==> src/rtl/mem_arb_pkg.sv <==
// Shared definitions for the IF/MEM unified-memory port arbiter.
package mem_arb_pkg;

  typedef enum logic [1:0] {
    IDLE  = 2'd0,
    ISSUE = 2'd1,
    WAIT  = 2'd2,
    DONE  = 2'd3
  } state_t;

  localparam logic OWN_IF = 1'b0;
  localparam logic OWN_D  = 1'b1;

  localparam int MEM_LAT_DEF    = 1;
  localparam int STARVE_MAX_DEF = 3;

endpackage

==> src/rtl/mem_lat_timer.sv <==
// 4-bit load/decrement counter that tracks the remaining memory latency.
module mem_lat_timer (
  input  logic       clk,
  input  logic       rst,
  input  logic       load,
  input  logic [3:0] load_val,
  input  logic       dec,
  output logic       zero
);

  logic [3:0] count;

  always_ff @(posedge clk) begin
    if (rst) begin
      count <= 4'd0;
    end else if (load) begin
      count <= load_val;
    end else if (dec && (count != 4'd0)) begin
      count <= count - 4'd1;
    end
  end

  assign zero = (count == 4'd0);

endmodule

==> src/rtl/mem_port_arbiter.sv <==
// Arbitrates one single-port memory between instruction fetch and data access.
// Optional performance counters are built when ARB_PERF_CNT_EN is defined.
module mem_port_arbiter
  import mem_arb_pkg::*;
#(
  parameter int DATA_W     = 32,
  parameter int ADDR_W     = 32,
  parameter int MEM_LAT    = MEM_LAT_DEF,
  parameter int STARVE_MAX = STARVE_MAX_DEF
) (
  input  logic              clk,
  input  logic              rst,
  input  logic              if_req,
  input  logic [ADDR_W-1:0] if_addr,
  output logic              if_done,
  output logic [DATA_W-1:0] if_rdata,
  input  logic              d_req,
  input  logic              d_we,
  input  logic [ADDR_W-1:0] d_addr,
  input  logic [DATA_W-1:0] d_wdata,
  input  logic              d_byte,
  output logic              d_done,
  output logic [DATA_W-1:0] d_rdata,
  output logic              mem_en,
  output logic              mem_we,
  output logic [ADDR_W-1:0] mem_addr,
  output logic [DATA_W-1:0] mem_wdata,
  output logic              mem_byte,
  input  logic [DATA_W-1:0] mem_rdata,
  output logic              stall_if,
  output logic              stall_mem
`ifdef ARB_PERF_CNT_EN
  ,
  output logic [31:0]       perf_if_stall,
  output logic [31:0]       perf_mem_stall,
  output logic [31:0]       perf_forced
`endif
);

  localparam logic [3:0] STARVE_LIM = 4'(STARVE_MAX);
  localparam logic [3:0] LAT_LOAD   = 4'(MEM_LAT - 1);

  state_t     state, state_nxt;
  logic [3:0] starve_cnt;
  logic       owner;
  logic       owner_we;
  logic       decide, capture, timer_load, timer_dec, timer_zero;
  logic       starved, grant_d, forced;

  // IF only overrides data once it has lost STARVE_MAX decisions in a row.
  assign starved = (starve_cnt == STARVE_LIM);
  assign grant_d = d_req && !(if_req && starved);
  assign forced  = if_req && d_req && starved;

  assign stall_if  = if_req & ~if_done;
  assign stall_mem = d_req & ~d_done;

  mem_lat_timer u_timer (
    .clk      (clk),
    .rst      (rst),
    .load     (timer_load),
    .load_val (LAT_LOAD),
    .dec      (timer_dec),
    .zero     (timer_zero)
  );

  always_ff @(posedge clk) begin
    if (rst) state <= IDLE;
    else     state <= state_nxt;
  end

  always_comb begin
    state_nxt  = state;
    decide     = 1'b0;
    capture    = 1'b0;
    timer_load = 1'b0;
    timer_dec  = 1'b0;
    case (state)
      IDLE: begin
        if (if_req || d_req) begin
          decide    = 1'b1;
          state_nxt = ISSUE;
        end
      end
      ISSUE: begin
        timer_load = 1'b1;
        state_nxt  = WAIT;
      end
      WAIT: begin
        if (timer_zero) begin
          capture   = 1'b1;
          state_nxt = DONE;
        end else begin
          timer_dec = 1'b1;
        end
      end
      DONE:    state_nxt = IDLE;
      default: state_nxt = IDLE;
    endcase
  end

  // Memory strobes are registered at the decision so they line up with ISSUE.
  always_ff @(posedge clk) begin
    if (rst) begin
      starve_cnt <= 4'd0;
      owner      <= OWN_IF;
      owner_we   <= 1'b0;
      mem_en     <= 1'b0;
      mem_we     <= 1'b0;
      mem_byte   <= 1'b0;
      mem_addr   <= '0;
      mem_wdata  <= '0;
      if_done    <= 1'b0;
      d_done     <= 1'b0;
      if_rdata   <= '0;
      d_rdata    <= '0;
    end else begin
      mem_en   <= 1'b0;
      mem_we   <= 1'b0;
      mem_byte <= 1'b0;
      if_done  <= 1'b0;
      d_done   <= 1'b0;
      if (decide) begin
        mem_en <= 1'b1;
        if (grant_d) begin
          owner     <= OWN_D;
          owner_we  <= d_we;
          mem_addr  <= d_addr;
          mem_we    <= d_we;
          mem_byte  <= d_byte;
          mem_wdata <= d_wdata;
          if (if_req && !starved) starve_cnt <= starve_cnt + 4'd1;
        end else begin
          owner      <= OWN_IF;
          owner_we   <= 1'b0;
          mem_addr   <= if_addr << 2;
          starve_cnt <= 4'd0;
        end
      end
      if (capture) begin
        if (owner == OWN_IF) begin
          if_rdata <= mem_rdata;
          if_done  <= 1'b1;
        end else begin
          if (!owner_we) d_rdata <= mem_rdata;
          d_done <= 1'b1;
        end
      end
    end
  end

`ifdef ARB_PERF_CNT_EN
  always_ff @(posedge clk) begin
    if (rst) begin
      perf_if_stall  <= 32'd0;
      perf_mem_stall <= 32'd0;
      perf_forced    <= 32'd0;
    end else begin
      if (stall_if)         perf_if_stall  <= perf_if_stall + 32'd1;
      if (stall_mem)        perf_mem_stall <= perf_mem_stall + 32'd1;
      if (decide && forced) perf_forced    <= perf_forced + 32'd1;
    end
  end
`endif

endmodule

==> config.mk <==
export PLATFORM = sky130hd
export DESIGN_NAME = mem_port_arbiter
export DESIGN_NICKNAME = d
export VERILOG_FILES = /design/src/rtl/mem_arb_pkg.sv /design/src/rtl/mem_lat_timer.sv /design/src/rtl/mem_port_arbiter.sv
export SDC_FILE = /design/constraint.sdc
export NUM_CORES = 1
export LEC_CHECK = 0
export ABC_AREA = 1
export CAP_MARGIN = 40
export CORE_AREA = 5 5 122 124
export DETAILED_ROUTE_END_ITERATION = 10
export DIE_AREA = 0 0 127 129
export PLACE_DENSITY = 0.94
export SETUP_SLACK_MARGIN = 0.4
export SLEW_MARGIN = 5
export SYNTH_ARGS = -nofsm -noshare
export SYNTH_HDL_FRONTEND = slang
export SYNTH_SLANG_ARGS = --single-unit
export TNS_END_PERCENT = 1
==> constraint.sdc <==
create_clock -name clk -period 2.4 [get_ports clk]
set_input_delay 0.24 -clock clk [delete_from_list [all_inputs] [get_ports clk]]
set_output_delay 0.24 -clock clk [all_outputs]
set_load 0.05 [all_outputs]
**Word-level counts from Yosys, hierarchy flattened**

Index checks and enable logic that the tools add are counted.

- Bits in latches: 0
- Bits in read-only memories: 0
- Logic and storage cells: 69
- RAM bits: 0
- Bits in registers: 145
- Input port bits: 134
- Output and inout bits: 135
- Memories: 0

- Equality and inequality tests: 7
- Divide/modulo/power cells: 0
- Mux-type cells: 18
- $mul: 0
- Reductions and logical operators: 19
- Shifts and indexed selects: 0
- Bitwise operators: 9
- Magnitude comparators: 0
- $add $sub $neg: 2

Operators with widths:

| cell | number |
|---|---|
| $mux W32 | 1 |
| $mux W1 | 12 |
| $mux W4 | 2 |
| $pmux W2 S4 | 1 |
| $reduce_and A2 Y1 | 4 |
| $not A1 Y1 | 7 |
| $reduce_or A2 Y1 | 3 |
| $add A4 B1 Y4 const B | 1 |
| $eq A2 B2 Y1 const B | 2 |
| $eq A4 B2 Y1 const B | 1 |
| $logic_and A1 B1 Y1 | 4 |
| $logic_not A4 Y1 | 1 |
| $mux W2 | 2 |
| $ne A2 B2 Y1 const B | 2 |
| $reduce_bool A4 Y1 | 1 |
| $sub A4 B1 Y4 const B | 1 |
| $reduce_and A3 Y1 | 1 |
| $reduce_or A3 Y1 | 1 |
| $and A1 B1 Y1 | 2 |
| $eq A2 B1 Y1 const B | 1 |
| $logic_not A1 Y1 | 2 |
| $logic_not A2 Y1 | 1 |
| $ne A2 B1 Y1 const B | 1 |
| $logic_or A1 B1 Y1 | 1 |

**Longest topological paths before layout**

- Depth in word-level cells: 6
- Gate-level depth with buffers: 10
- Mapped depth without buffers: 9

**By module**

Synthesis repeated with hierarchy kept, for this count alone.

- Cells, all modules: 793
- Area, all modules: 5920.7 um2

Modules (own cells, without submodules):

| module | area each (um2) | times used | cells an instance | sequential area each (um2) |
|---|---|---|---|---|
| mem_port_arbiter | 5646.7 | 1 | 752 | 2822.7 |
| mem_lat_timer | 274.0 | 1 | 41 | 80.1 |

**Least setup slack after synthesis**

OpenSTA, ideal clock, no wires.

- Kind: input to output
- From: input port d_req
- To: output port stall_mem
- Path slack: 736 ps
- Data required time: 2160 ps
- Arrival: 1424 ps
- Cell stages on the path: 5
- Path buffers: 3
- Path through: buf_2 -> buf_4 -> buf_2 -> inv_1 -> nor2_1

- Cells in the longest elaborated chain, start to end: 1

Ends and longest elaborated chain:

| what | RTL line | source |
|---|---|---|
| from (decl) | mem_port_arbiter.sv:17 | `input logic d_req,` |
| $and A1 B1 Y1 | mem_port_arbiter.sv:56 | `assign stall_mem = d_req & ~d_done;` |
| to (decl) | mem_port_arbiter.sv:31 | `output logic stall_mem` |

No other way between the ends.

**Final worst setup path**

- From: register if_rdata[18]
- To: output port if_rdata[18]

RTL lines:

| what | RTL line | source |
|---|---|---|
| from (decl) | mem_port_arbiter.sv:16 | `output logic [DATA_W-1:0] if_rdata,` |
| from (signal assigned) | mem_port_arbiter.sv:142 | `if_rdata <= mem_rdata;` |

No word-level cell between the ends.

==> impl_metrics.ini <==
[final_layout]
diodes = 0
fin_nets = 1159
syn2layout_area_growth_pct = 55.07
drive_above_1_share = 0.05723
finalNonFillerCells = 1211

[route]
postRouteAntennaNets = 0
drc = 0
vias_per_cell = 5.373
first_iter_violations = 588
wire_per_inst_um = 16.23
routed_wl_um = 19660
vias = 6507
first_pass_iters = 5

[yosys]
synth_cell_type_count = 23
synth_top_flop_cell = dfxtp_1
yosysTopAreaCell = dfxtp_1
syn_inst = 787
synth-edff-count = 0
synth_top_area_share = 0.4855
synth_nets = 927
yosys_register_bits = 145
synthesis.area_um2 = 5979
synth_top_family_by_area = simple AND/OR/NAND/NOR gates
synthArstFlopShare = 0
synth.area.top_cells = dfxtp_1 49%, nor2_1 9.3%, nand2_1 7.4%
yosys_warnings = 0
synth_adder_area_share = 0.01255
synth_compound_area_frac = 0.1559
synth-simple-area-share = 0.2775
yosys.area_share.xor_xnor = 0
synthMuxAreaShare = 0
synth-seq-area-share = 0.4855
avgSynthCellArea_um2 = 7.598

[clock_network]
clk_path_buf_depth = 2
cts_tree = built
path_clk_slew_ns = 0.06
clk_latency_ns = 0.41
cts_hold_buf = 0
cts_buffers = 17
cts_setup_buffers = 0
cts.sinks = 145
clockRootBuffer = clkbuf_16
h-tree-depth = 4
cts_resized = 0

[die]
num_rows = 43
io_pins = 269
core_area_um2 = 13670
start_util = 0.4376
die_w_um = 127
die_y_um = 129
dieArea_um2 = 16380

[status]
outcome = finished clean

[critical_path]
cp.required_ns = 2.16
worst-r2r-cell-count = 10
worstSetupPathType = flop to output port
regToRegStartpoint = state[0]
max_stage_delay_ns = 0.83
setup.worst_path.start = if_rdata[18]
cp_max_fo = 2
endpoint_kind = output port
cp_slowest_cell = clkdlybuf4s50_1
start_kind = flop
crit_chain = clkdlybuf4s50_1
critPathTopFamily = buffers and inverters
arrival_ns = 1.63
worst-path-buf-inv = 1
cp.depth = 1

[power]
irDropWorstVdd_v = 0.0006713
total_leakage_power_nw = 3.502
power.density_nw_per_um2 = 1037

[timing]
layout_setup_ws_ns = 0.5260
setup_violations = 0
tns_ns = 0
fmax_ghz = 0.5336
worst_slew_pin_slew_ns = 0.5848
fin_crit_sh = 0.7808
period_needed_ns = 1.874
rsz0062_at_grt = false
slew_headroom = 0.6096
final_max_slew_viol_count = 0
skew_ns = 0.007755
hold_violations = 0

[placement]
place_congestion = 0.8719
dp_hpwl_um = 13490
port_buffers = 266
place_inst = 1180
dp_slack_ns = 0.5344

[global_route]
grt_pass1_wl_um = 30170
grt_max_degree = 96
grt_overflow = 0
grt_use_total = 0.2294
grt_pass1_vias = 6130
antenna_found_initial = 0

[worst_hold_path]
hp-class = input pin to flop
hold_depth = 3
holdCritStartpoint = d_req

[flow_run]
max_cap_viol_count = 0
-- final timing paths --
path,slack [ns],to
setup reg to reg,0.58,starve_cnt[1]
setup / recovery,0.53,if_rdata[18]
hold / removal,0.24,mem_we
hold reg to reg,0.46,if_rdata[15]
-- area by class of cell --
class	instances	area (um2)
Fill cell	1080	4393
Sequential cell	145	2903
Timing Repair Buffer	281	2798
Multi-Input combinational cell	553	2666
Clock buffer	19	442.9
Tap cell	180	225.2
Clock inverter	12	158.9
Inverter	21	78.83
-- flip-flops by register name, indices dropped and copies added (netlist names) --
signal         flops
mem_addr          32
d_done             1
if_rdata          32
u_timer.count      4
mem_en             1
owner_we           1
owner              1
mem_we             1
starve_cnt         4
state              2
mem_wdata         32
if_done            1
d_rdata           32
mem_byte           1
-- metal layers --
layer,track usage,vias to the layer above,share of wire
li1,-,3119,-
met1,0.2618,3000,0.38
met2,0.3929,343,0.49
met3,0.07223,45,0.10
met4,0.1066,0,0.026
met5,0,-,0
-- cell families (layout without fill, tap and decap cells) --
kind of cell,after synthesis,in the layout
simple gates,377,377
compound gates,170,170
flops,145,145
buf+inv,89,333
fa+ha+maj,6,6
-- report_power, final --
part	internal, W	switching [W]
registers	0.00282	0.000222
logic	0.00130	0.00260
clock network	0.00166	0.00101
-- synth_stat cells, types with 7 or more instances --
library cell / n
nor2_1: 148
dfxtp_1: 145
nand2_1: 118
a21oi_1: 70
nand4_1: 67
o21ai_0: 61
nand3_1: 40
buf_2: 33
clkbuf_1: 25
a21boi_1: 21
inv_1: 17
a21boi_0: 9
o21ai_1: 7
-- tightest hold or removal path, cell delays in order --
cell     delay, ns
buf_2         0.17
nand2_1       0.14
nor2_1        0.06
-- cell usage in the layout (no fill, tap or decap), drive strengths merged --
cell and n:
a21boi 30, a21oi 70, buf 19, bufinv 3, clkbuf 19, clkdlybuf4s50 262, clkinv 3, clkinvlp 5
dfxtp 145, ha 6, inv 22, nand2 118, nand3 43, nand4 67, nor2 149, o21ai 69
o31ai 1
-- through the flow --
step	total power, W	utilization	area, um2	hold WS (ns)
2_1_floorplan	0.005611	-	5979	0.3522
3_3_place_gp	0.006881	0.6345	8671	0.4478
3_5_place_dp	0.006963	0.6345	8671	0.4515
4_1_cts	0.009668	0.6785	9273	0.2074
5_1_grt	0.01004	0.6785	9273	0.2359
6_report	0.009611	0.6785	9273	0.2399
Power figures use the tool's default switching activity.
